<file path="src/rtl/fft_sdf_ctrl_pkg.sv">
// ============================================================================
// Module : fft_pkg
// Brief  : Shared types, defaults and constant helpers for the SDF FFT sequencer
//          (out_idx support is enabled by FFT_SDF_CTRL_BITREV_EN).
// Rev    : 1.0
// ============================================================================
`default_nettype none

package fft_pkg;

    localparam int FFT_N_DEF  = 1024;
    localparam int LOG2N_DEF  = 10;
    localparam int BF_LAT_DEF = 1;
    localparam int ADDR_W_DEF = 16;

    typedef enum logic [1:0] {
        IDLE      = 2'd0,
        RUN       = 2'd1,
        FLUSH     = 2'd2,
        DRAIN_END = 2'd3
    } state_t;

    // Enabled-cycle offset at which stage s first sees sample 0.
    function automatic int stage_off(input int s, input int fft_n, input int bf_lat);
        int off;
        off = 0;
        for (int j = 1; j < s; j++) begin
            off += (fft_n >> j) + bf_lat;
        end
        return off;
    endfunction

    function automatic int total_lat(input int fft_n, input int log2n, input int bf_lat);
        return stage_off(log2n, fft_n, bf_lat) + (fft_n >> log2n) + bf_lat;
    endfunction

    function automatic logic [15:0] bit_rev(input logic [15:0] v, input int n);
        logic [15:0] r;
        r = '0;
        for (int i = 0; i < 16; i++) begin
            if (i < n) r[i] = v[n-1-i];
        end
        return r;
    endfunction

endpackage

`default_nettype wire

</file>
<file path="src/rtl/fft_sdf_ctrl_if.sv">
// ============================================================================
// Module : fft_sdf_ctrl_if
// Brief  : Stream-in / pipeline-control bundle of the SDF FFT sequencer
//          (out_idx_o present when FFT_SDF_CTRL_BITREV_EN is defined).
// Rev    : 1.0
// ============================================================================
`default_nettype none

interface fft_sdf_ctrl_if #(
    parameter int LOG2N  = 10,
    parameter int ADDR_W = 16
);
    logic                    in_valid_i;
    logic                    in_last_i;
    logic                    enable_o;
    logic [LOG2N-1:0]        ctrl_o;
    logic [LOG2N*ADDR_W-1:0] tw_addr_o;
    logic                    out_valid_o;
    logic                    out_first_o;
    logic                    busy_o;
`ifdef FFT_SDF_CTRL_BITREV_EN
    logic [LOG2N-1:0]        out_idx_o;
`endif

    // master: the sequencer; slave: the stream source / pipeline side
    modport master (
        input  in_valid_i, in_last_i,
`ifdef FFT_SDF_CTRL_BITREV_EN
        output out_idx_o,
`endif
        output enable_o, ctrl_o, tw_addr_o, out_valid_o, out_first_o, busy_o
    );

    modport slave (
        output in_valid_i, in_last_i,
`ifdef FFT_SDF_CTRL_BITREV_EN
        input  out_idx_o,
`endif
        input  enable_o, ctrl_o, tw_addr_o, out_valid_o, out_first_o, busy_o
    );

endinterface

`default_nettype wire

</file>
<file path="src/rtl/fft_sdf_ctrl_stage_seq.sv">
// ============================================================================
// Module : fft_stage_seq
// Brief  : Per-stage ctrl select and twiddle address generator, driven from the
//          next value of the global enabled-cycle counter.
// Rev    : 1.0
// ============================================================================
`default_nettype none

module fft_stage_seq #(
    parameter int STAGE_NO = 1,
    parameter int FFT_N    = 16,
    parameter int OFF      = 0,
    parameter int ADDR_W   = 16,
    parameter int GW       = 7
) (
    input  wire logic              clk,
    input  wire logic              rst,
    input  wire logic              ld_i,
    input  wire logic [GW-1:0]     g_d_i,
    output logic                   ctrl_o,
    output logic [ADDR_W-1:0]      tw_addr_o
);
    // Only the low CW bits of the local index matter: the ctrl bit and the bits below it.
    localparam int CW = $clog2(FFT_N) - STAGE_NO + 1;
    localparam logic [CW-1:0] C_OFF  = CW'(OFF % (1 << CW));
    localparam logic [CW-1:0] C_MASK = CW'((1 << (CW - 1)) - 1);

    logic              active;
    logic [CW-1:0]     c;
    logic              ctrl_d;
    logic [ADDR_W-1:0] tw_d;

    if (OFF == 0) begin : g_no_off
        assign active = 1'b1;
    end else begin : g_off
        assign active = (g_d_i >= GW'(OFF));
    end

    always_comb begin
        c      = g_d_i[CW-1:0] - C_OFF;
        ctrl_d = active & c[CW-1];
        tw_d   = active ? (ADDR_W'(c & C_MASK) << (STAGE_NO - 1)) : '0;
    end

    always_ff @(posedge clk or posedge rst) begin
        if (rst) begin
            ctrl_o    <= 1'b0;
            tw_addr_o <= '0;
        end else if (ld_i) begin
            ctrl_o    <= ctrl_d;
            tw_addr_o <= tw_d;
        end
    end

endmodule

`default_nettype wire

</file>
<file path="src/rtl/fft_sdf_ctrl.sv">
// ============================================================================
// Module : fft_sdf_ctrl
// Brief  : Central sequencer of a radix-2 SDF FFT pipeline: enable, per-stage
//          ctrl/twiddle address, output framing. Option: FFT_SDF_CTRL_BITREV_EN.
// Rev    : 1.0
// ============================================================================
`default_nettype none

module fft_sdf_ctrl
    import fft_pkg::*;
#(
    parameter int FFT_N  = FFT_N_DEF,
    parameter int LOG2N  = LOG2N_DEF,
    parameter int BF_LAT = BF_LAT_DEF,
    parameter int ADDR_W = ADDR_W_DEF
) (
    input  wire logic      clk,
    input  wire logic      rst,
    fft_sdf_ctrl_if.master io
);
    localparam int LAT = total_lat(FFT_N, LOG2N, BF_LAT);
    localparam int GW  = $clog2(FFT_N + LAT) + 1;
    localparam logic [GW-1:0] G_LAT    = GW'(LAT);
    localparam logic [GW-1:0] G_WRAP   = GW'(LAT + FFT_N - 1);
    localparam logic [GW-1:0] G_FL_END = GW'(LAT - 1);

    state_t                  state_q;
    logic [GW-1:0]           g_q, g_d;
    logic [GW-1:0]           fl_q;
    logic                    en, clr, ld;
    logic                    out_valid_q, out_first_q;
    logic [LOG2N-1:0]        stage_ctrl;
    logic [LOG2N*ADDR_W-1:0] stage_tw;
`ifdef FFT_SDF_CTRL_BITREV_EN
    logic [LOG2N-1:0]        out_idx_q;
`endif

    // Once every stage is active, g folds back by FFT_N so it stays below FFT_N+LAT
    // while every stage's index modulo FFT_N is preserved.
    always_comb begin
        unique case (state_q)
            IDLE, RUN: en = io.in_valid_i;
            FLUSH:     en = 1'b1;
            default:   en = 1'b0;
        endcase
        clr = (state_q == DRAIN_END);
        ld  = en | clr;
        g_d = g_q;
        if (clr) begin
            g_d = '0;
        end else if (en) begin
            g_d = (g_q == G_WRAP) ? G_LAT : g_q + 1'b1;
        end
    end

    always_ff @(posedge clk or posedge rst) begin
        if (rst) begin
            state_q     <= IDLE;
            g_q         <= '0;
            fl_q        <= '0;
            out_valid_q <= 1'b0;
            out_first_q <= 1'b0;
`ifdef FFT_SDF_CTRL_BITREV_EN
            out_idx_q   <= '0;
`endif
        end else begin
            g_q         <= g_d;
            out_valid_q <= en && (g_q >= G_LAT);
            out_first_q <= en && (g_q == G_LAT);
`ifdef FFT_SDF_CTRL_BITREV_EN
            if (en && (g_q >= G_LAT)) begin
                out_idx_q <= LOG2N'(bit_rev(16'(g_q - G_LAT), LOG2N));
            end
`endif
            unique case (state_q)
                IDLE: begin
                    fl_q <= '0;
                    if (io.in_valid_i) state_q <= io.in_last_i ? FLUSH : RUN;
                end
                RUN: begin
                    fl_q <= '0;
                    if (io.in_valid_i && io.in_last_i) state_q <= FLUSH;
                end
                FLUSH: begin
                    fl_q <= fl_q + 1'b1;
                    if (fl_q == G_FL_END) state_q <= DRAIN_END;
                end
                default: begin
                    fl_q    <= '0;
                    state_q <= IDLE;
                end
            endcase
        end
    end

    for (genvar s = 1; s <= LOG2N; s++) begin : g_stage
        fft_stage_seq #(
            .STAGE_NO (s),
            .FFT_N    (FFT_N),
            .OFF      (stage_off(s, FFT_N, BF_LAT)),
            .ADDR_W   (ADDR_W),
            .GW       (GW)
        ) u_seq (
            .clk       (clk),
            .rst       (rst),
            .ld_i      (ld),
            .g_d_i     (g_d),
            .ctrl_o    (stage_ctrl[s-1]),
            .tw_addr_o (stage_tw[s*ADDR_W-1 -: ADDR_W])
        );
    end

    assign io.enable_o    = en;
    assign io.ctrl_o      = stage_ctrl;
    assign io.tw_addr_o   = stage_tw;
    assign io.out_valid_o = out_valid_q;
    assign io.out_first_o = out_first_q;
    assign io.busy_o      = (state_q != IDLE);
`ifdef FFT_SDF_CTRL_BITREV_EN
    assign io.out_idx_o   = out_idx_q;
`endif

endmodule

`default_nettype wire

</file>
<file path="src/flat_wrapper.sv">
// flat-port wrapper written by rule: the top's interface ports become plain ports
module fft_sdf_ctrl_flat import fft_pkg::*;
#(
    parameter int FFT_N  = FFT_N_DEF,
    parameter int LOG2N  = LOG2N_DEF,
    parameter int BF_LAT = BF_LAT_DEF,
    parameter int ADDR_W = ADDR_W_DEF
)
  (clk, rst, io_in_valid_i, io_in_last_i, io_enable_o, io_ctrl_o, io_tw_addr_o, io_out_valid_o, io_out_first_o, io_busy_o);
  fft_sdf_ctrl_if #(.LOG2N(LOG2N), .ADDR_W(ADDR_W)) io_i ();
  input  wire logic clk;
  input  wire logic rst;
  input wire logic [$bits(io_i.in_valid_i)-1:0] io_in_valid_i;
  input wire logic [$bits(io_i.in_last_i)-1:0] io_in_last_i;
  output wire logic [$bits(io_i.enable_o)-1:0] io_enable_o;
  output wire logic [$bits(io_i.ctrl_o)-1:0] io_ctrl_o;
  output wire logic [$bits(io_i.tw_addr_o)-1:0] io_tw_addr_o;
  output wire logic [$bits(io_i.out_valid_o)-1:0] io_out_valid_o;
  output wire logic [$bits(io_i.out_first_o)-1:0] io_out_first_o;
  output wire logic [$bits(io_i.busy_o)-1:0] io_busy_o;
  assign io_i.in_valid_i = io_in_valid_i;
  assign io_i.in_last_i = io_in_last_i;
  assign io_enable_o = io_i.enable_o;
  assign io_ctrl_o = io_i.ctrl_o;
  assign io_tw_addr_o = io_i.tw_addr_o;
  assign io_out_valid_o = io_i.out_valid_o;
  assign io_out_first_o = io_i.out_first_o;
  assign io_busy_o = io_i.busy_o;
  fft_sdf_ctrl #(.FFT_N(FFT_N), .LOG2N(LOG2N), .BF_LAT(BF_LAT), .ADDR_W(ADDR_W)) u_core (.clk(clk), .rst(rst), .io(io_i));
endmodule
</file>
<file path="config.mk">
export PLATFORM = sky130hd
export DESIGN_NAME = fft_sdf_ctrl_flat
export DESIGN_NICKNAME = d
export VERILOG_FILES = /design/src/rtl/fft_sdf_ctrl_pkg.sv /design/src/rtl/fft_sdf_ctrl_if.sv /design/src/rtl/fft_sdf_ctrl_stage_seq.sv /design/src/rtl/fft_sdf_ctrl.sv /design/src/flat_wrapper.sv
export SDC_FILE = /design/constraint.sdc
export NUM_CORES = 1
export LEC_CHECK = 0
export ABC_AREA = 0
export ABC_CLOCK_PERIOD_IN_PS = 3800
export BUFFER_PORTS_ARGS = -buffer_cell sky130_fd_sc_hd__buf_2
export CAP_MARGIN = 20
export CELL_PAD_IN_SITES_DETAIL_PLACEMENT = 1
export CELL_PAD_IN_SITES_GLOBAL_PLACEMENT = 1
export CORE_UTILIZATION = 39
export DETAILED_ROUTE_END_ITERATION = 12
export HOLD_SLACK_MARGIN = 0.02
export PLACE_DENSITY = 0.94
export SETUP_SLACK_MARGIN = 0.15
export SYNTH_ARGS = -nofsm -noshare
export SYNTH_HDL_FRONTEND = slang
export SYNTH_SLANG_ARGS = --single-unit
</file>
<file path="constraint.sdc">
create_clock -name clk -period 3.8 [get_ports clk]
set_clock_uncertainty 0.05 [all_clocks]
set_input_delay 0.76 -clock clk [delete_from_list [all_inputs] [get_ports clk]]
set_output_delay 0.76 -clock clk [all_outputs]
set_load 0.005 [all_outputs]
</file>
==> flow_metrics.tcl, run 1 <==
set metrics [dict create \
    status "finished, final reports clean" \
    grt_util_met1_pct 27.6 \
    hold_slack_ns 0.341 \
    synth_cell_types 73 \
    async_reset_ff_share_pct 100 \
    synth_top_family_by_area "buffers and inverters" \
    place_area_mm2 0.00601 \
    powerDensity_mw_per_mm2 797 \
    synth_top_area_share_pct 36.2 \
    clock_latency_ns 0.35 \
    synth_mux_area_share_pct 0.554 \
    worstPathRequired_ns 3.98 \
    core_mm2 0.0146 \
    grt_setup_unrepaired "false" \
    clkSinkCount 85 \
    first_global_vias 4734 \
    syn_to_final_growth_pct 8.03 \
    drive_gt1_share_pct 18.4 \
    synth_top_area_cell "dfrtp_1" \
    grtUsageMet2_pct 35.6 \
    drtPass1Iterations 4 \
    synthSimpleGateAreaFrac_pct 18.9 \
    antenna_left 0 \
    cp-start-kind "flop" \
    vdd_ir_drop_max_v 0.000261 \
    routed_wl_um 17200 \
    wire_per_inst_um 19.1 \
    overflow 0 \
    reg2reg_from "u_core.g_q[1]" \
    synth_edf_count 0 \
    yosys_most_used_dff "dfrtp_1" \
    rr_endpoint "u_core.g_stage[6].u_seq.ctrl_o" \
    fp.dieH_um 125 \
    die_area_mm2 0.0156 \
    critPathMaxStageDelay_ns 0.42 \
    p_leak_nw 3.19 \
    worst_pin_slew_ns 0.829 \
    via_per_inst 5.27 \
    worstPathArrival_ns 3.68 \
    yosys.cell_count.top_type "buf_4" \
    cts_buffers 9 \
    final_util_pct 43.5 \
    critPathKind "reg -> reg" \
    fin_crit_ns 3.51 \
    cp_max_fo 13 \
    yosysWarnings 0 \
    dp_hpwl_um 12200 \
    gr-usage-all-layers_pct 22.0 \
    synth.avg_cell_area_um2 9.07 \
    cts_tree "built" \
    critPathCaptureType "flop" \
    setup_viol 0 \
    fin_area_mm2 0.00635 \
    ctsRootBufferMaster "clkbuf_16" \
    synthXorXnorAreaFrac_pct 6.71 \
    grt_pass1_wl_um 26600 \
    rows 44 \
    grt_max_degree 57 \
    synthTopCellsByCount "buf_4 (125), dfrtp_1 (85), nand2_1 (71)" \
    synth-adder-area-share_pct 4.26 \
    synth-seq-area-share_pct 36.2 \
    grt_busiest_layer "met2" \
    gpl.final_weighted_congestion 0.924 \
    antenna_found_initial 0 \
    power.total_mw 5.06 \
    slew_violations 0 \
    syn_area_mm2 0.00587 \
    ioPinCount 178 \
    cp_slowest_cell "or4bb_1" \
    synth_compound_area_share_pct 14.2 \
    cts_max_level 3 \
    worstRegToRegCells 13 \
    fmax_mhz 285 \
    num_vias 4754 \
    slew_headroom_pct 44.7 \
    hold_buffers 0 \
    hold_class "in -> async" \
    maxCapViolations 0 \
    min_period_over_period_pct 92.3 \
    finalHoldViolCount 0 \
    start_util_pct 40.3 \
    clk_pin_slew_ns 0.06 \
    cp_cell_sequence "inv_1 -> ha_1 -> nor4bb_1 -> nand4_1 -> buf_4 -> a211oi_2 -> buf_12 -> ha_1 -> or4bb_1 -> a21boi_1 -> a311oi_1 -> buf_4 -> a211oi_1" \
    gr-usage-met3_pct 5.33 \
    drcViolationCount 0 \
    synthTopCellsByArea "dfrtp_1 (36%), buf_4 (16%), xnor2_1 (4.6%)" \
    clockBufferDepth 2 \
    io_buffers 62 \
    drt_iter0_drc 353 \
    die_width_um 125 \
    final_nets 738 \
    syn-instance-count 648 \
    diodes 0 \
    ys_ff_latch 85 \
    finalSetupTns_ns 0 \
    rrSetupSlack_ns 0.29 \
]
==> area by class of cell <==
type                    count  area [µm²]
clock buffers               9         225
fillers                  1736        8240
flip-flops and latches     85        2130
well taps                 184         230
clock inverters             6        71.3
inverters                  20        78.8
repair buffers             90         546
multi-input cells         508        3070
==> cells by family (layout without fill, tap and decap cells) <==
family,Yosys count,after routing
mux,2,2
xor+xnor,45,45
flops,85,85
fa+ha+maj,20,20
buf+inv,169,125
compound gates,113,113
other cells,1,115
simple gates,213,213
==> layer usage <==
metal	routed length, µm	part of all wire, %	vias up
met5	0	0	-
met2	8270	48	277
met4	710	4.1	0
li1	-	-	2102
met1	6780	39	2318
met3	1440	8.4	57
==> layout by cell type, fill, tap and decap left out, types with 14 or more instances in the layout <==
| cell | count |
|---|---|
| a211oi_1 | 15 |
| xnor2_1 | 31 |
| nand3_1 | 16 |
| ha_1 | 20 |
| and2_1 | 18 |
| xor2_1 | 14 |
| dfrtp_1 | 85 |
| a21oi_1 | 15 |
| buf_4 | 26 |
| nor2_1 | 41 |
| inv_1 | 16 |
| nand2_1 | 70 |
| conb_1 | 115 |
| buf_2 | 62 |
==> flip-flops by register name, summed over array words and instances, names as in the netlist <==
name,count
u_core.state_q,2
u_core.fl_q,13
u_core.io.out_valid_o,1
u_core.g_stage.u_seq.ctrl_o,10
u_core.g_q,13
u_core.io.out_first_o,1
u_core.g_stage.u_seq.tw_addr_o,45
==> through the flow <==
step	setup slack [ns]	instances
after floorplan	0.280	762
after global placement	0.338	884
after detailed placement	0.214	884
after CTS	0.189	899
after global routing	0.147	902
final	0.294	902
==> what timing repair did <==
item                                    in CTS  in global routing
hold endpoints to repair                     0                  0
setup buffers                                0                  2
endpoints found under the setup margin       0                  9
gates resized for setup                      0                  3
==> worst max-delay path, delay by kind of cell, from the launching register on <==
family / cells / cell delay, ns
AOI/OAI and AO/OA: 4 / 0.92
adders and majority gates: 2 / 0.35
buffers and inverters: 4 / 0.69
DFF: 1 / 0.41
and+or+nand+nor: 3 / 0.97
==> worst max-delay path by stage <==
stage	from	to	slack (ns)
after floorplan	io_in_valid_i	u_core.g_stage[2].u_seq.tw_addr_o[3]	0.28
after global placement	io_in_valid_i	u_core.g_stage[4].u_seq.ctrl_o	0.34
after detailed placement	io_in_valid_i	u_core.g_stage[4].u_seq.tw_addr_o[8]	0.21
after CTS	u_core.g_q[1]	u_core.g_stage[4].u_seq.tw_addr_o[6]	0.19
after global routing	u_core.g_q[1]	u_core.g_stage[6].u_seq.ctrl_o	0.15
final	u_core.g_q[1]	u_core.g_stage[6].u_seq.ctrl_o	0.29
==> power breakdown <==
part           switching [mW]  leakage [nW]  internal, mW  total (mW)
Combinational            1.95          1.90          1.02        2.98
Clock                   0.378         0.139         0.511       0.889
Sequential              0.137          1.15          1.06        1.19
Power figures use the tool's default switching activity.
==> inputs of run 2 (changes only) <==
--- a/config.mk
+++ b/config.mk
@@ -14,7 +14,7 @@
 export CORE_UTILIZATION = 39
 export DETAILED_ROUTE_END_ITERATION = 12
 export HOLD_SLACK_MARGIN = 0.02
-export PLACE_DENSITY = 0.94
+export PLACE_DENSITY = 0.79
 export SETUP_SLACK_MARGIN = 0.15
 export SYNTH_ARGS = -nofsm -noshare
 export SYNTH_HDL_FRONTEND = slang
==> run 2 against run 1 <==
Die area stayed put. Design area is 0.59% lower. Worst hold slack better by 0.083 ns. First-iteration DRC count is 20% higher. Global-route usage is 0.79 points lower. Utilization is 0.26 points lower. Non-clock buffer count is 3 lower. Critical endpoint is now u_core.g_stage[4].u_seq.tw_addr_o[7]. Largest power group unchanged.
==> flow_metrics.tcl, run 2 (synthesized netlist as in run 1, its figures left out) <==
set metrics [dict create \
    core_mm2 0.0146 \
    rows 44 \
    cts_max_level 3 \
    stdcell_count 900 \
    ioPinCount 178 \
    grt_setup_unrepaired "true" \
    worst_pin_slew_ns 0.878 \
    drcViolationCount 0 \
    worstPathArrival_ns 3.68 \
    mostFrequentLayoutCell "conb_1" \
    wire_per_inst_um 18.1 \
    via_per_inst 5.02 \
    num_vias 4519 \
    critPathKind "reg -> reg" \
    hold_class "reg -> reg" \
    clock_latency_ns 0.34 \
    cp-start-kind "flop" \
    overflow 0 \
    syn_to_final_growth_pct 7.39 \
    cp_slowest_cell "dfrtp_1" \
    regMostFlops "u_core.g_stage.u_seq.tw_addr_o" \
    swShare_pct 47.4 \
    maxCapViolations 0 \
    drt_iter0_drc 422 \
    gpl.final_weighted_congestion 0.921 \
    cts_tree "built" \
    vdd_ir_drop_max_v 0.000280 \
    finalHoldViolCount 0 \
    grt_busiest_layer "met2" \
    post-place-cells 880 \
    antenna_left 0 \
    hold_slack_ns 0.424 \
    largest_register_ffs 45 \
    grtUsageMet2_pct 34.4 \
    diodes 0 \
    place_area_mm2 0.00596 \
    grt_max_degree 51 \
    ctsRootBufferMaster "clkbuf_16" \
    grt_pass1_wl_um 25700 \
    status "finished, final reports clean" \
    slew_violations 0 \
    powerDensity_mw_per_mm2 776 \
    cp_max_fo 9 \
    slew_headroom_pct 41.5 \
    fmax_mhz 284 \
    cts_buffers 9 \
    die_width_um 125 \
    top_regs "u_core.g_stage.u_seq.tw_addr_o: 45 flops, u_core.fl_q: 13 flops, u_core.g_q: 13 flops" \
    p_switching_mw 2.32 \
    clk_pin_slew_ns 0.06 \
    setup_viol 0 \
    p_int_mw 2.58 \
    pwr-share-seq_pct 24.5 \
    power_frac_clock_pct 18.3 \
    combPwrFrac_pct 57.2 \
    cp_cell_sequence "inv_1 -> ha_1 -> nor4bb_2 -> nand4_1 -> nand4_1 -> and2_2 -> inv_1 -> ha_1 -> a211o_1 -> or3_4 -> a211oi_4 -> buf_4 -> a211oi_2" \
    grt_util_met1_pct 28.7 \
    fin_area_mm2 0.00631 \
    final_util_pct 43.2 \
    place_ws_ns 0.0821 \
    most-common-layout-cells "conb_1 (115), dfrtp_1 (85), nand2_1 (70)" \
    critPathCaptureType "flop" \
    clkSinkCount 85 \
    fp.dieH_um 125 \
    clockBufferDepth 2 \
    start_util_pct 40.3 \
    gr-usage-met3_pct 3.61 \
    drtPass1Iterations 5 \
    finalSetupTns_ns 0 \
    p_leak_nw 3.18 \
    first_global_vias 4606 \
    die_area_mm2 0.0156 \
    power.total_mw 4.90 \
    drive_gt1_share_pct 18.0 \
    critPathMaxStageDelay_ns 0.51 \
    antenna_found_initial 0 \
    fin_crit_ns 3.53 \
    final_nets 735 \
    io_buffers 62 \
    routed_wl_um 16300 \
    gr-usage-all-layers_pct 21.2 \
    min_period_over_period_pct 92.8 \
    timing.final.ws_setup_ns 0.274 \
    worstPathRequired_ns 3.96 \
    dp_hpwl_um 12100 \
]
## run 2: cell count changes in the layout (fill, tap and decap cells not counted), sizes merged
cell | previous run | this run
buf | 90 | 87
clkinvlp | 2 | 0
clkbuf | 9 | 13
inv | 20 | 19
## run 2: layout make-up
class,instances,area (µm²)
sequential,85,2130
multi-input combinational,508,3080
tap,184,230
inverter,20,78.8
clock inverter,3,43.8
timing repair buffer,87,498
fill,1764,8280
clock buffer,13,250
## run 2: metal layers
| metal | vias to the layer above | wire length, µm | part of all wire (%) |
|---|---|---|---|
| met4 | 0 | 284 | 1.7 |
| met3 | 21 | 784 | 4.8 |
| met1 | 2238 | 7460 | 46 |
| li1 | 2099 | - | - |
| met2 | 161 | 7750 | 48 |
| met5 | - | 0 | 0 |
## run 2: worst max-delay path: cells and delay by family (launching register included)
family	cells	cell delay (ns)
simple gates	5	1.36
compound gates	3	0.58
fa+ha+maj	2	0.41
buf+inv	3	0.49
flops	1	0.51
## run 2: what timing repair did
action,4_1_cts,5_1_grt
gates cloned,0,0
hold buffers,0,0
pin swaps,2,1
buffers inserted,3,1
endpoints found under the setup margin,6,31
resized for setup,0,5
## run 2: path summary, 6_finish.rpt
| path | endpoint | depth (start not counted) | slack, ns | start |
|---|---|---|---|---|
| max | u_core.g_stage[4].u_seq.tw_addr_o[7] | 13 | 0.27 | u_core.g_q[1] |
| min | u_core.g_stage[1].u_seq.tw_addr_o[1] | 2 | 0.42 | u_core.g_stage[1].u_seq.tw_addr_o[1] |
| max reg2reg | u_core.g_stage[4].u_seq.tw_addr_o[7] | 13 | 0.27 | u_core.g_q[1] |
| min reg2reg | u_core.g_stage[1].u_seq.tw_addr_o[1] | 2 | 0.42 | u_core.g_stage[1].u_seq.tw_addr_o[1] |
| max in group asynchronous | u_core.g_stage[2].u_seq.tw_addr_o[6] | 3 | 2.35 | rst |
| min in group asynchronous | u_core.g_q[4] | 2 | 0.52 | rst |
## run 2: power groups by stage
stage	combinational (mW)	clock [mW]	sequential, mW
final	2.80	0.896	1.20
after global routing	3.04	0.942	1.22
after CTS	2.76	0.910	1.20
after detailed placement	2.70	0	1.21
after global placement	2.64	0	1.21
after floorplan	1.97	0	1.17
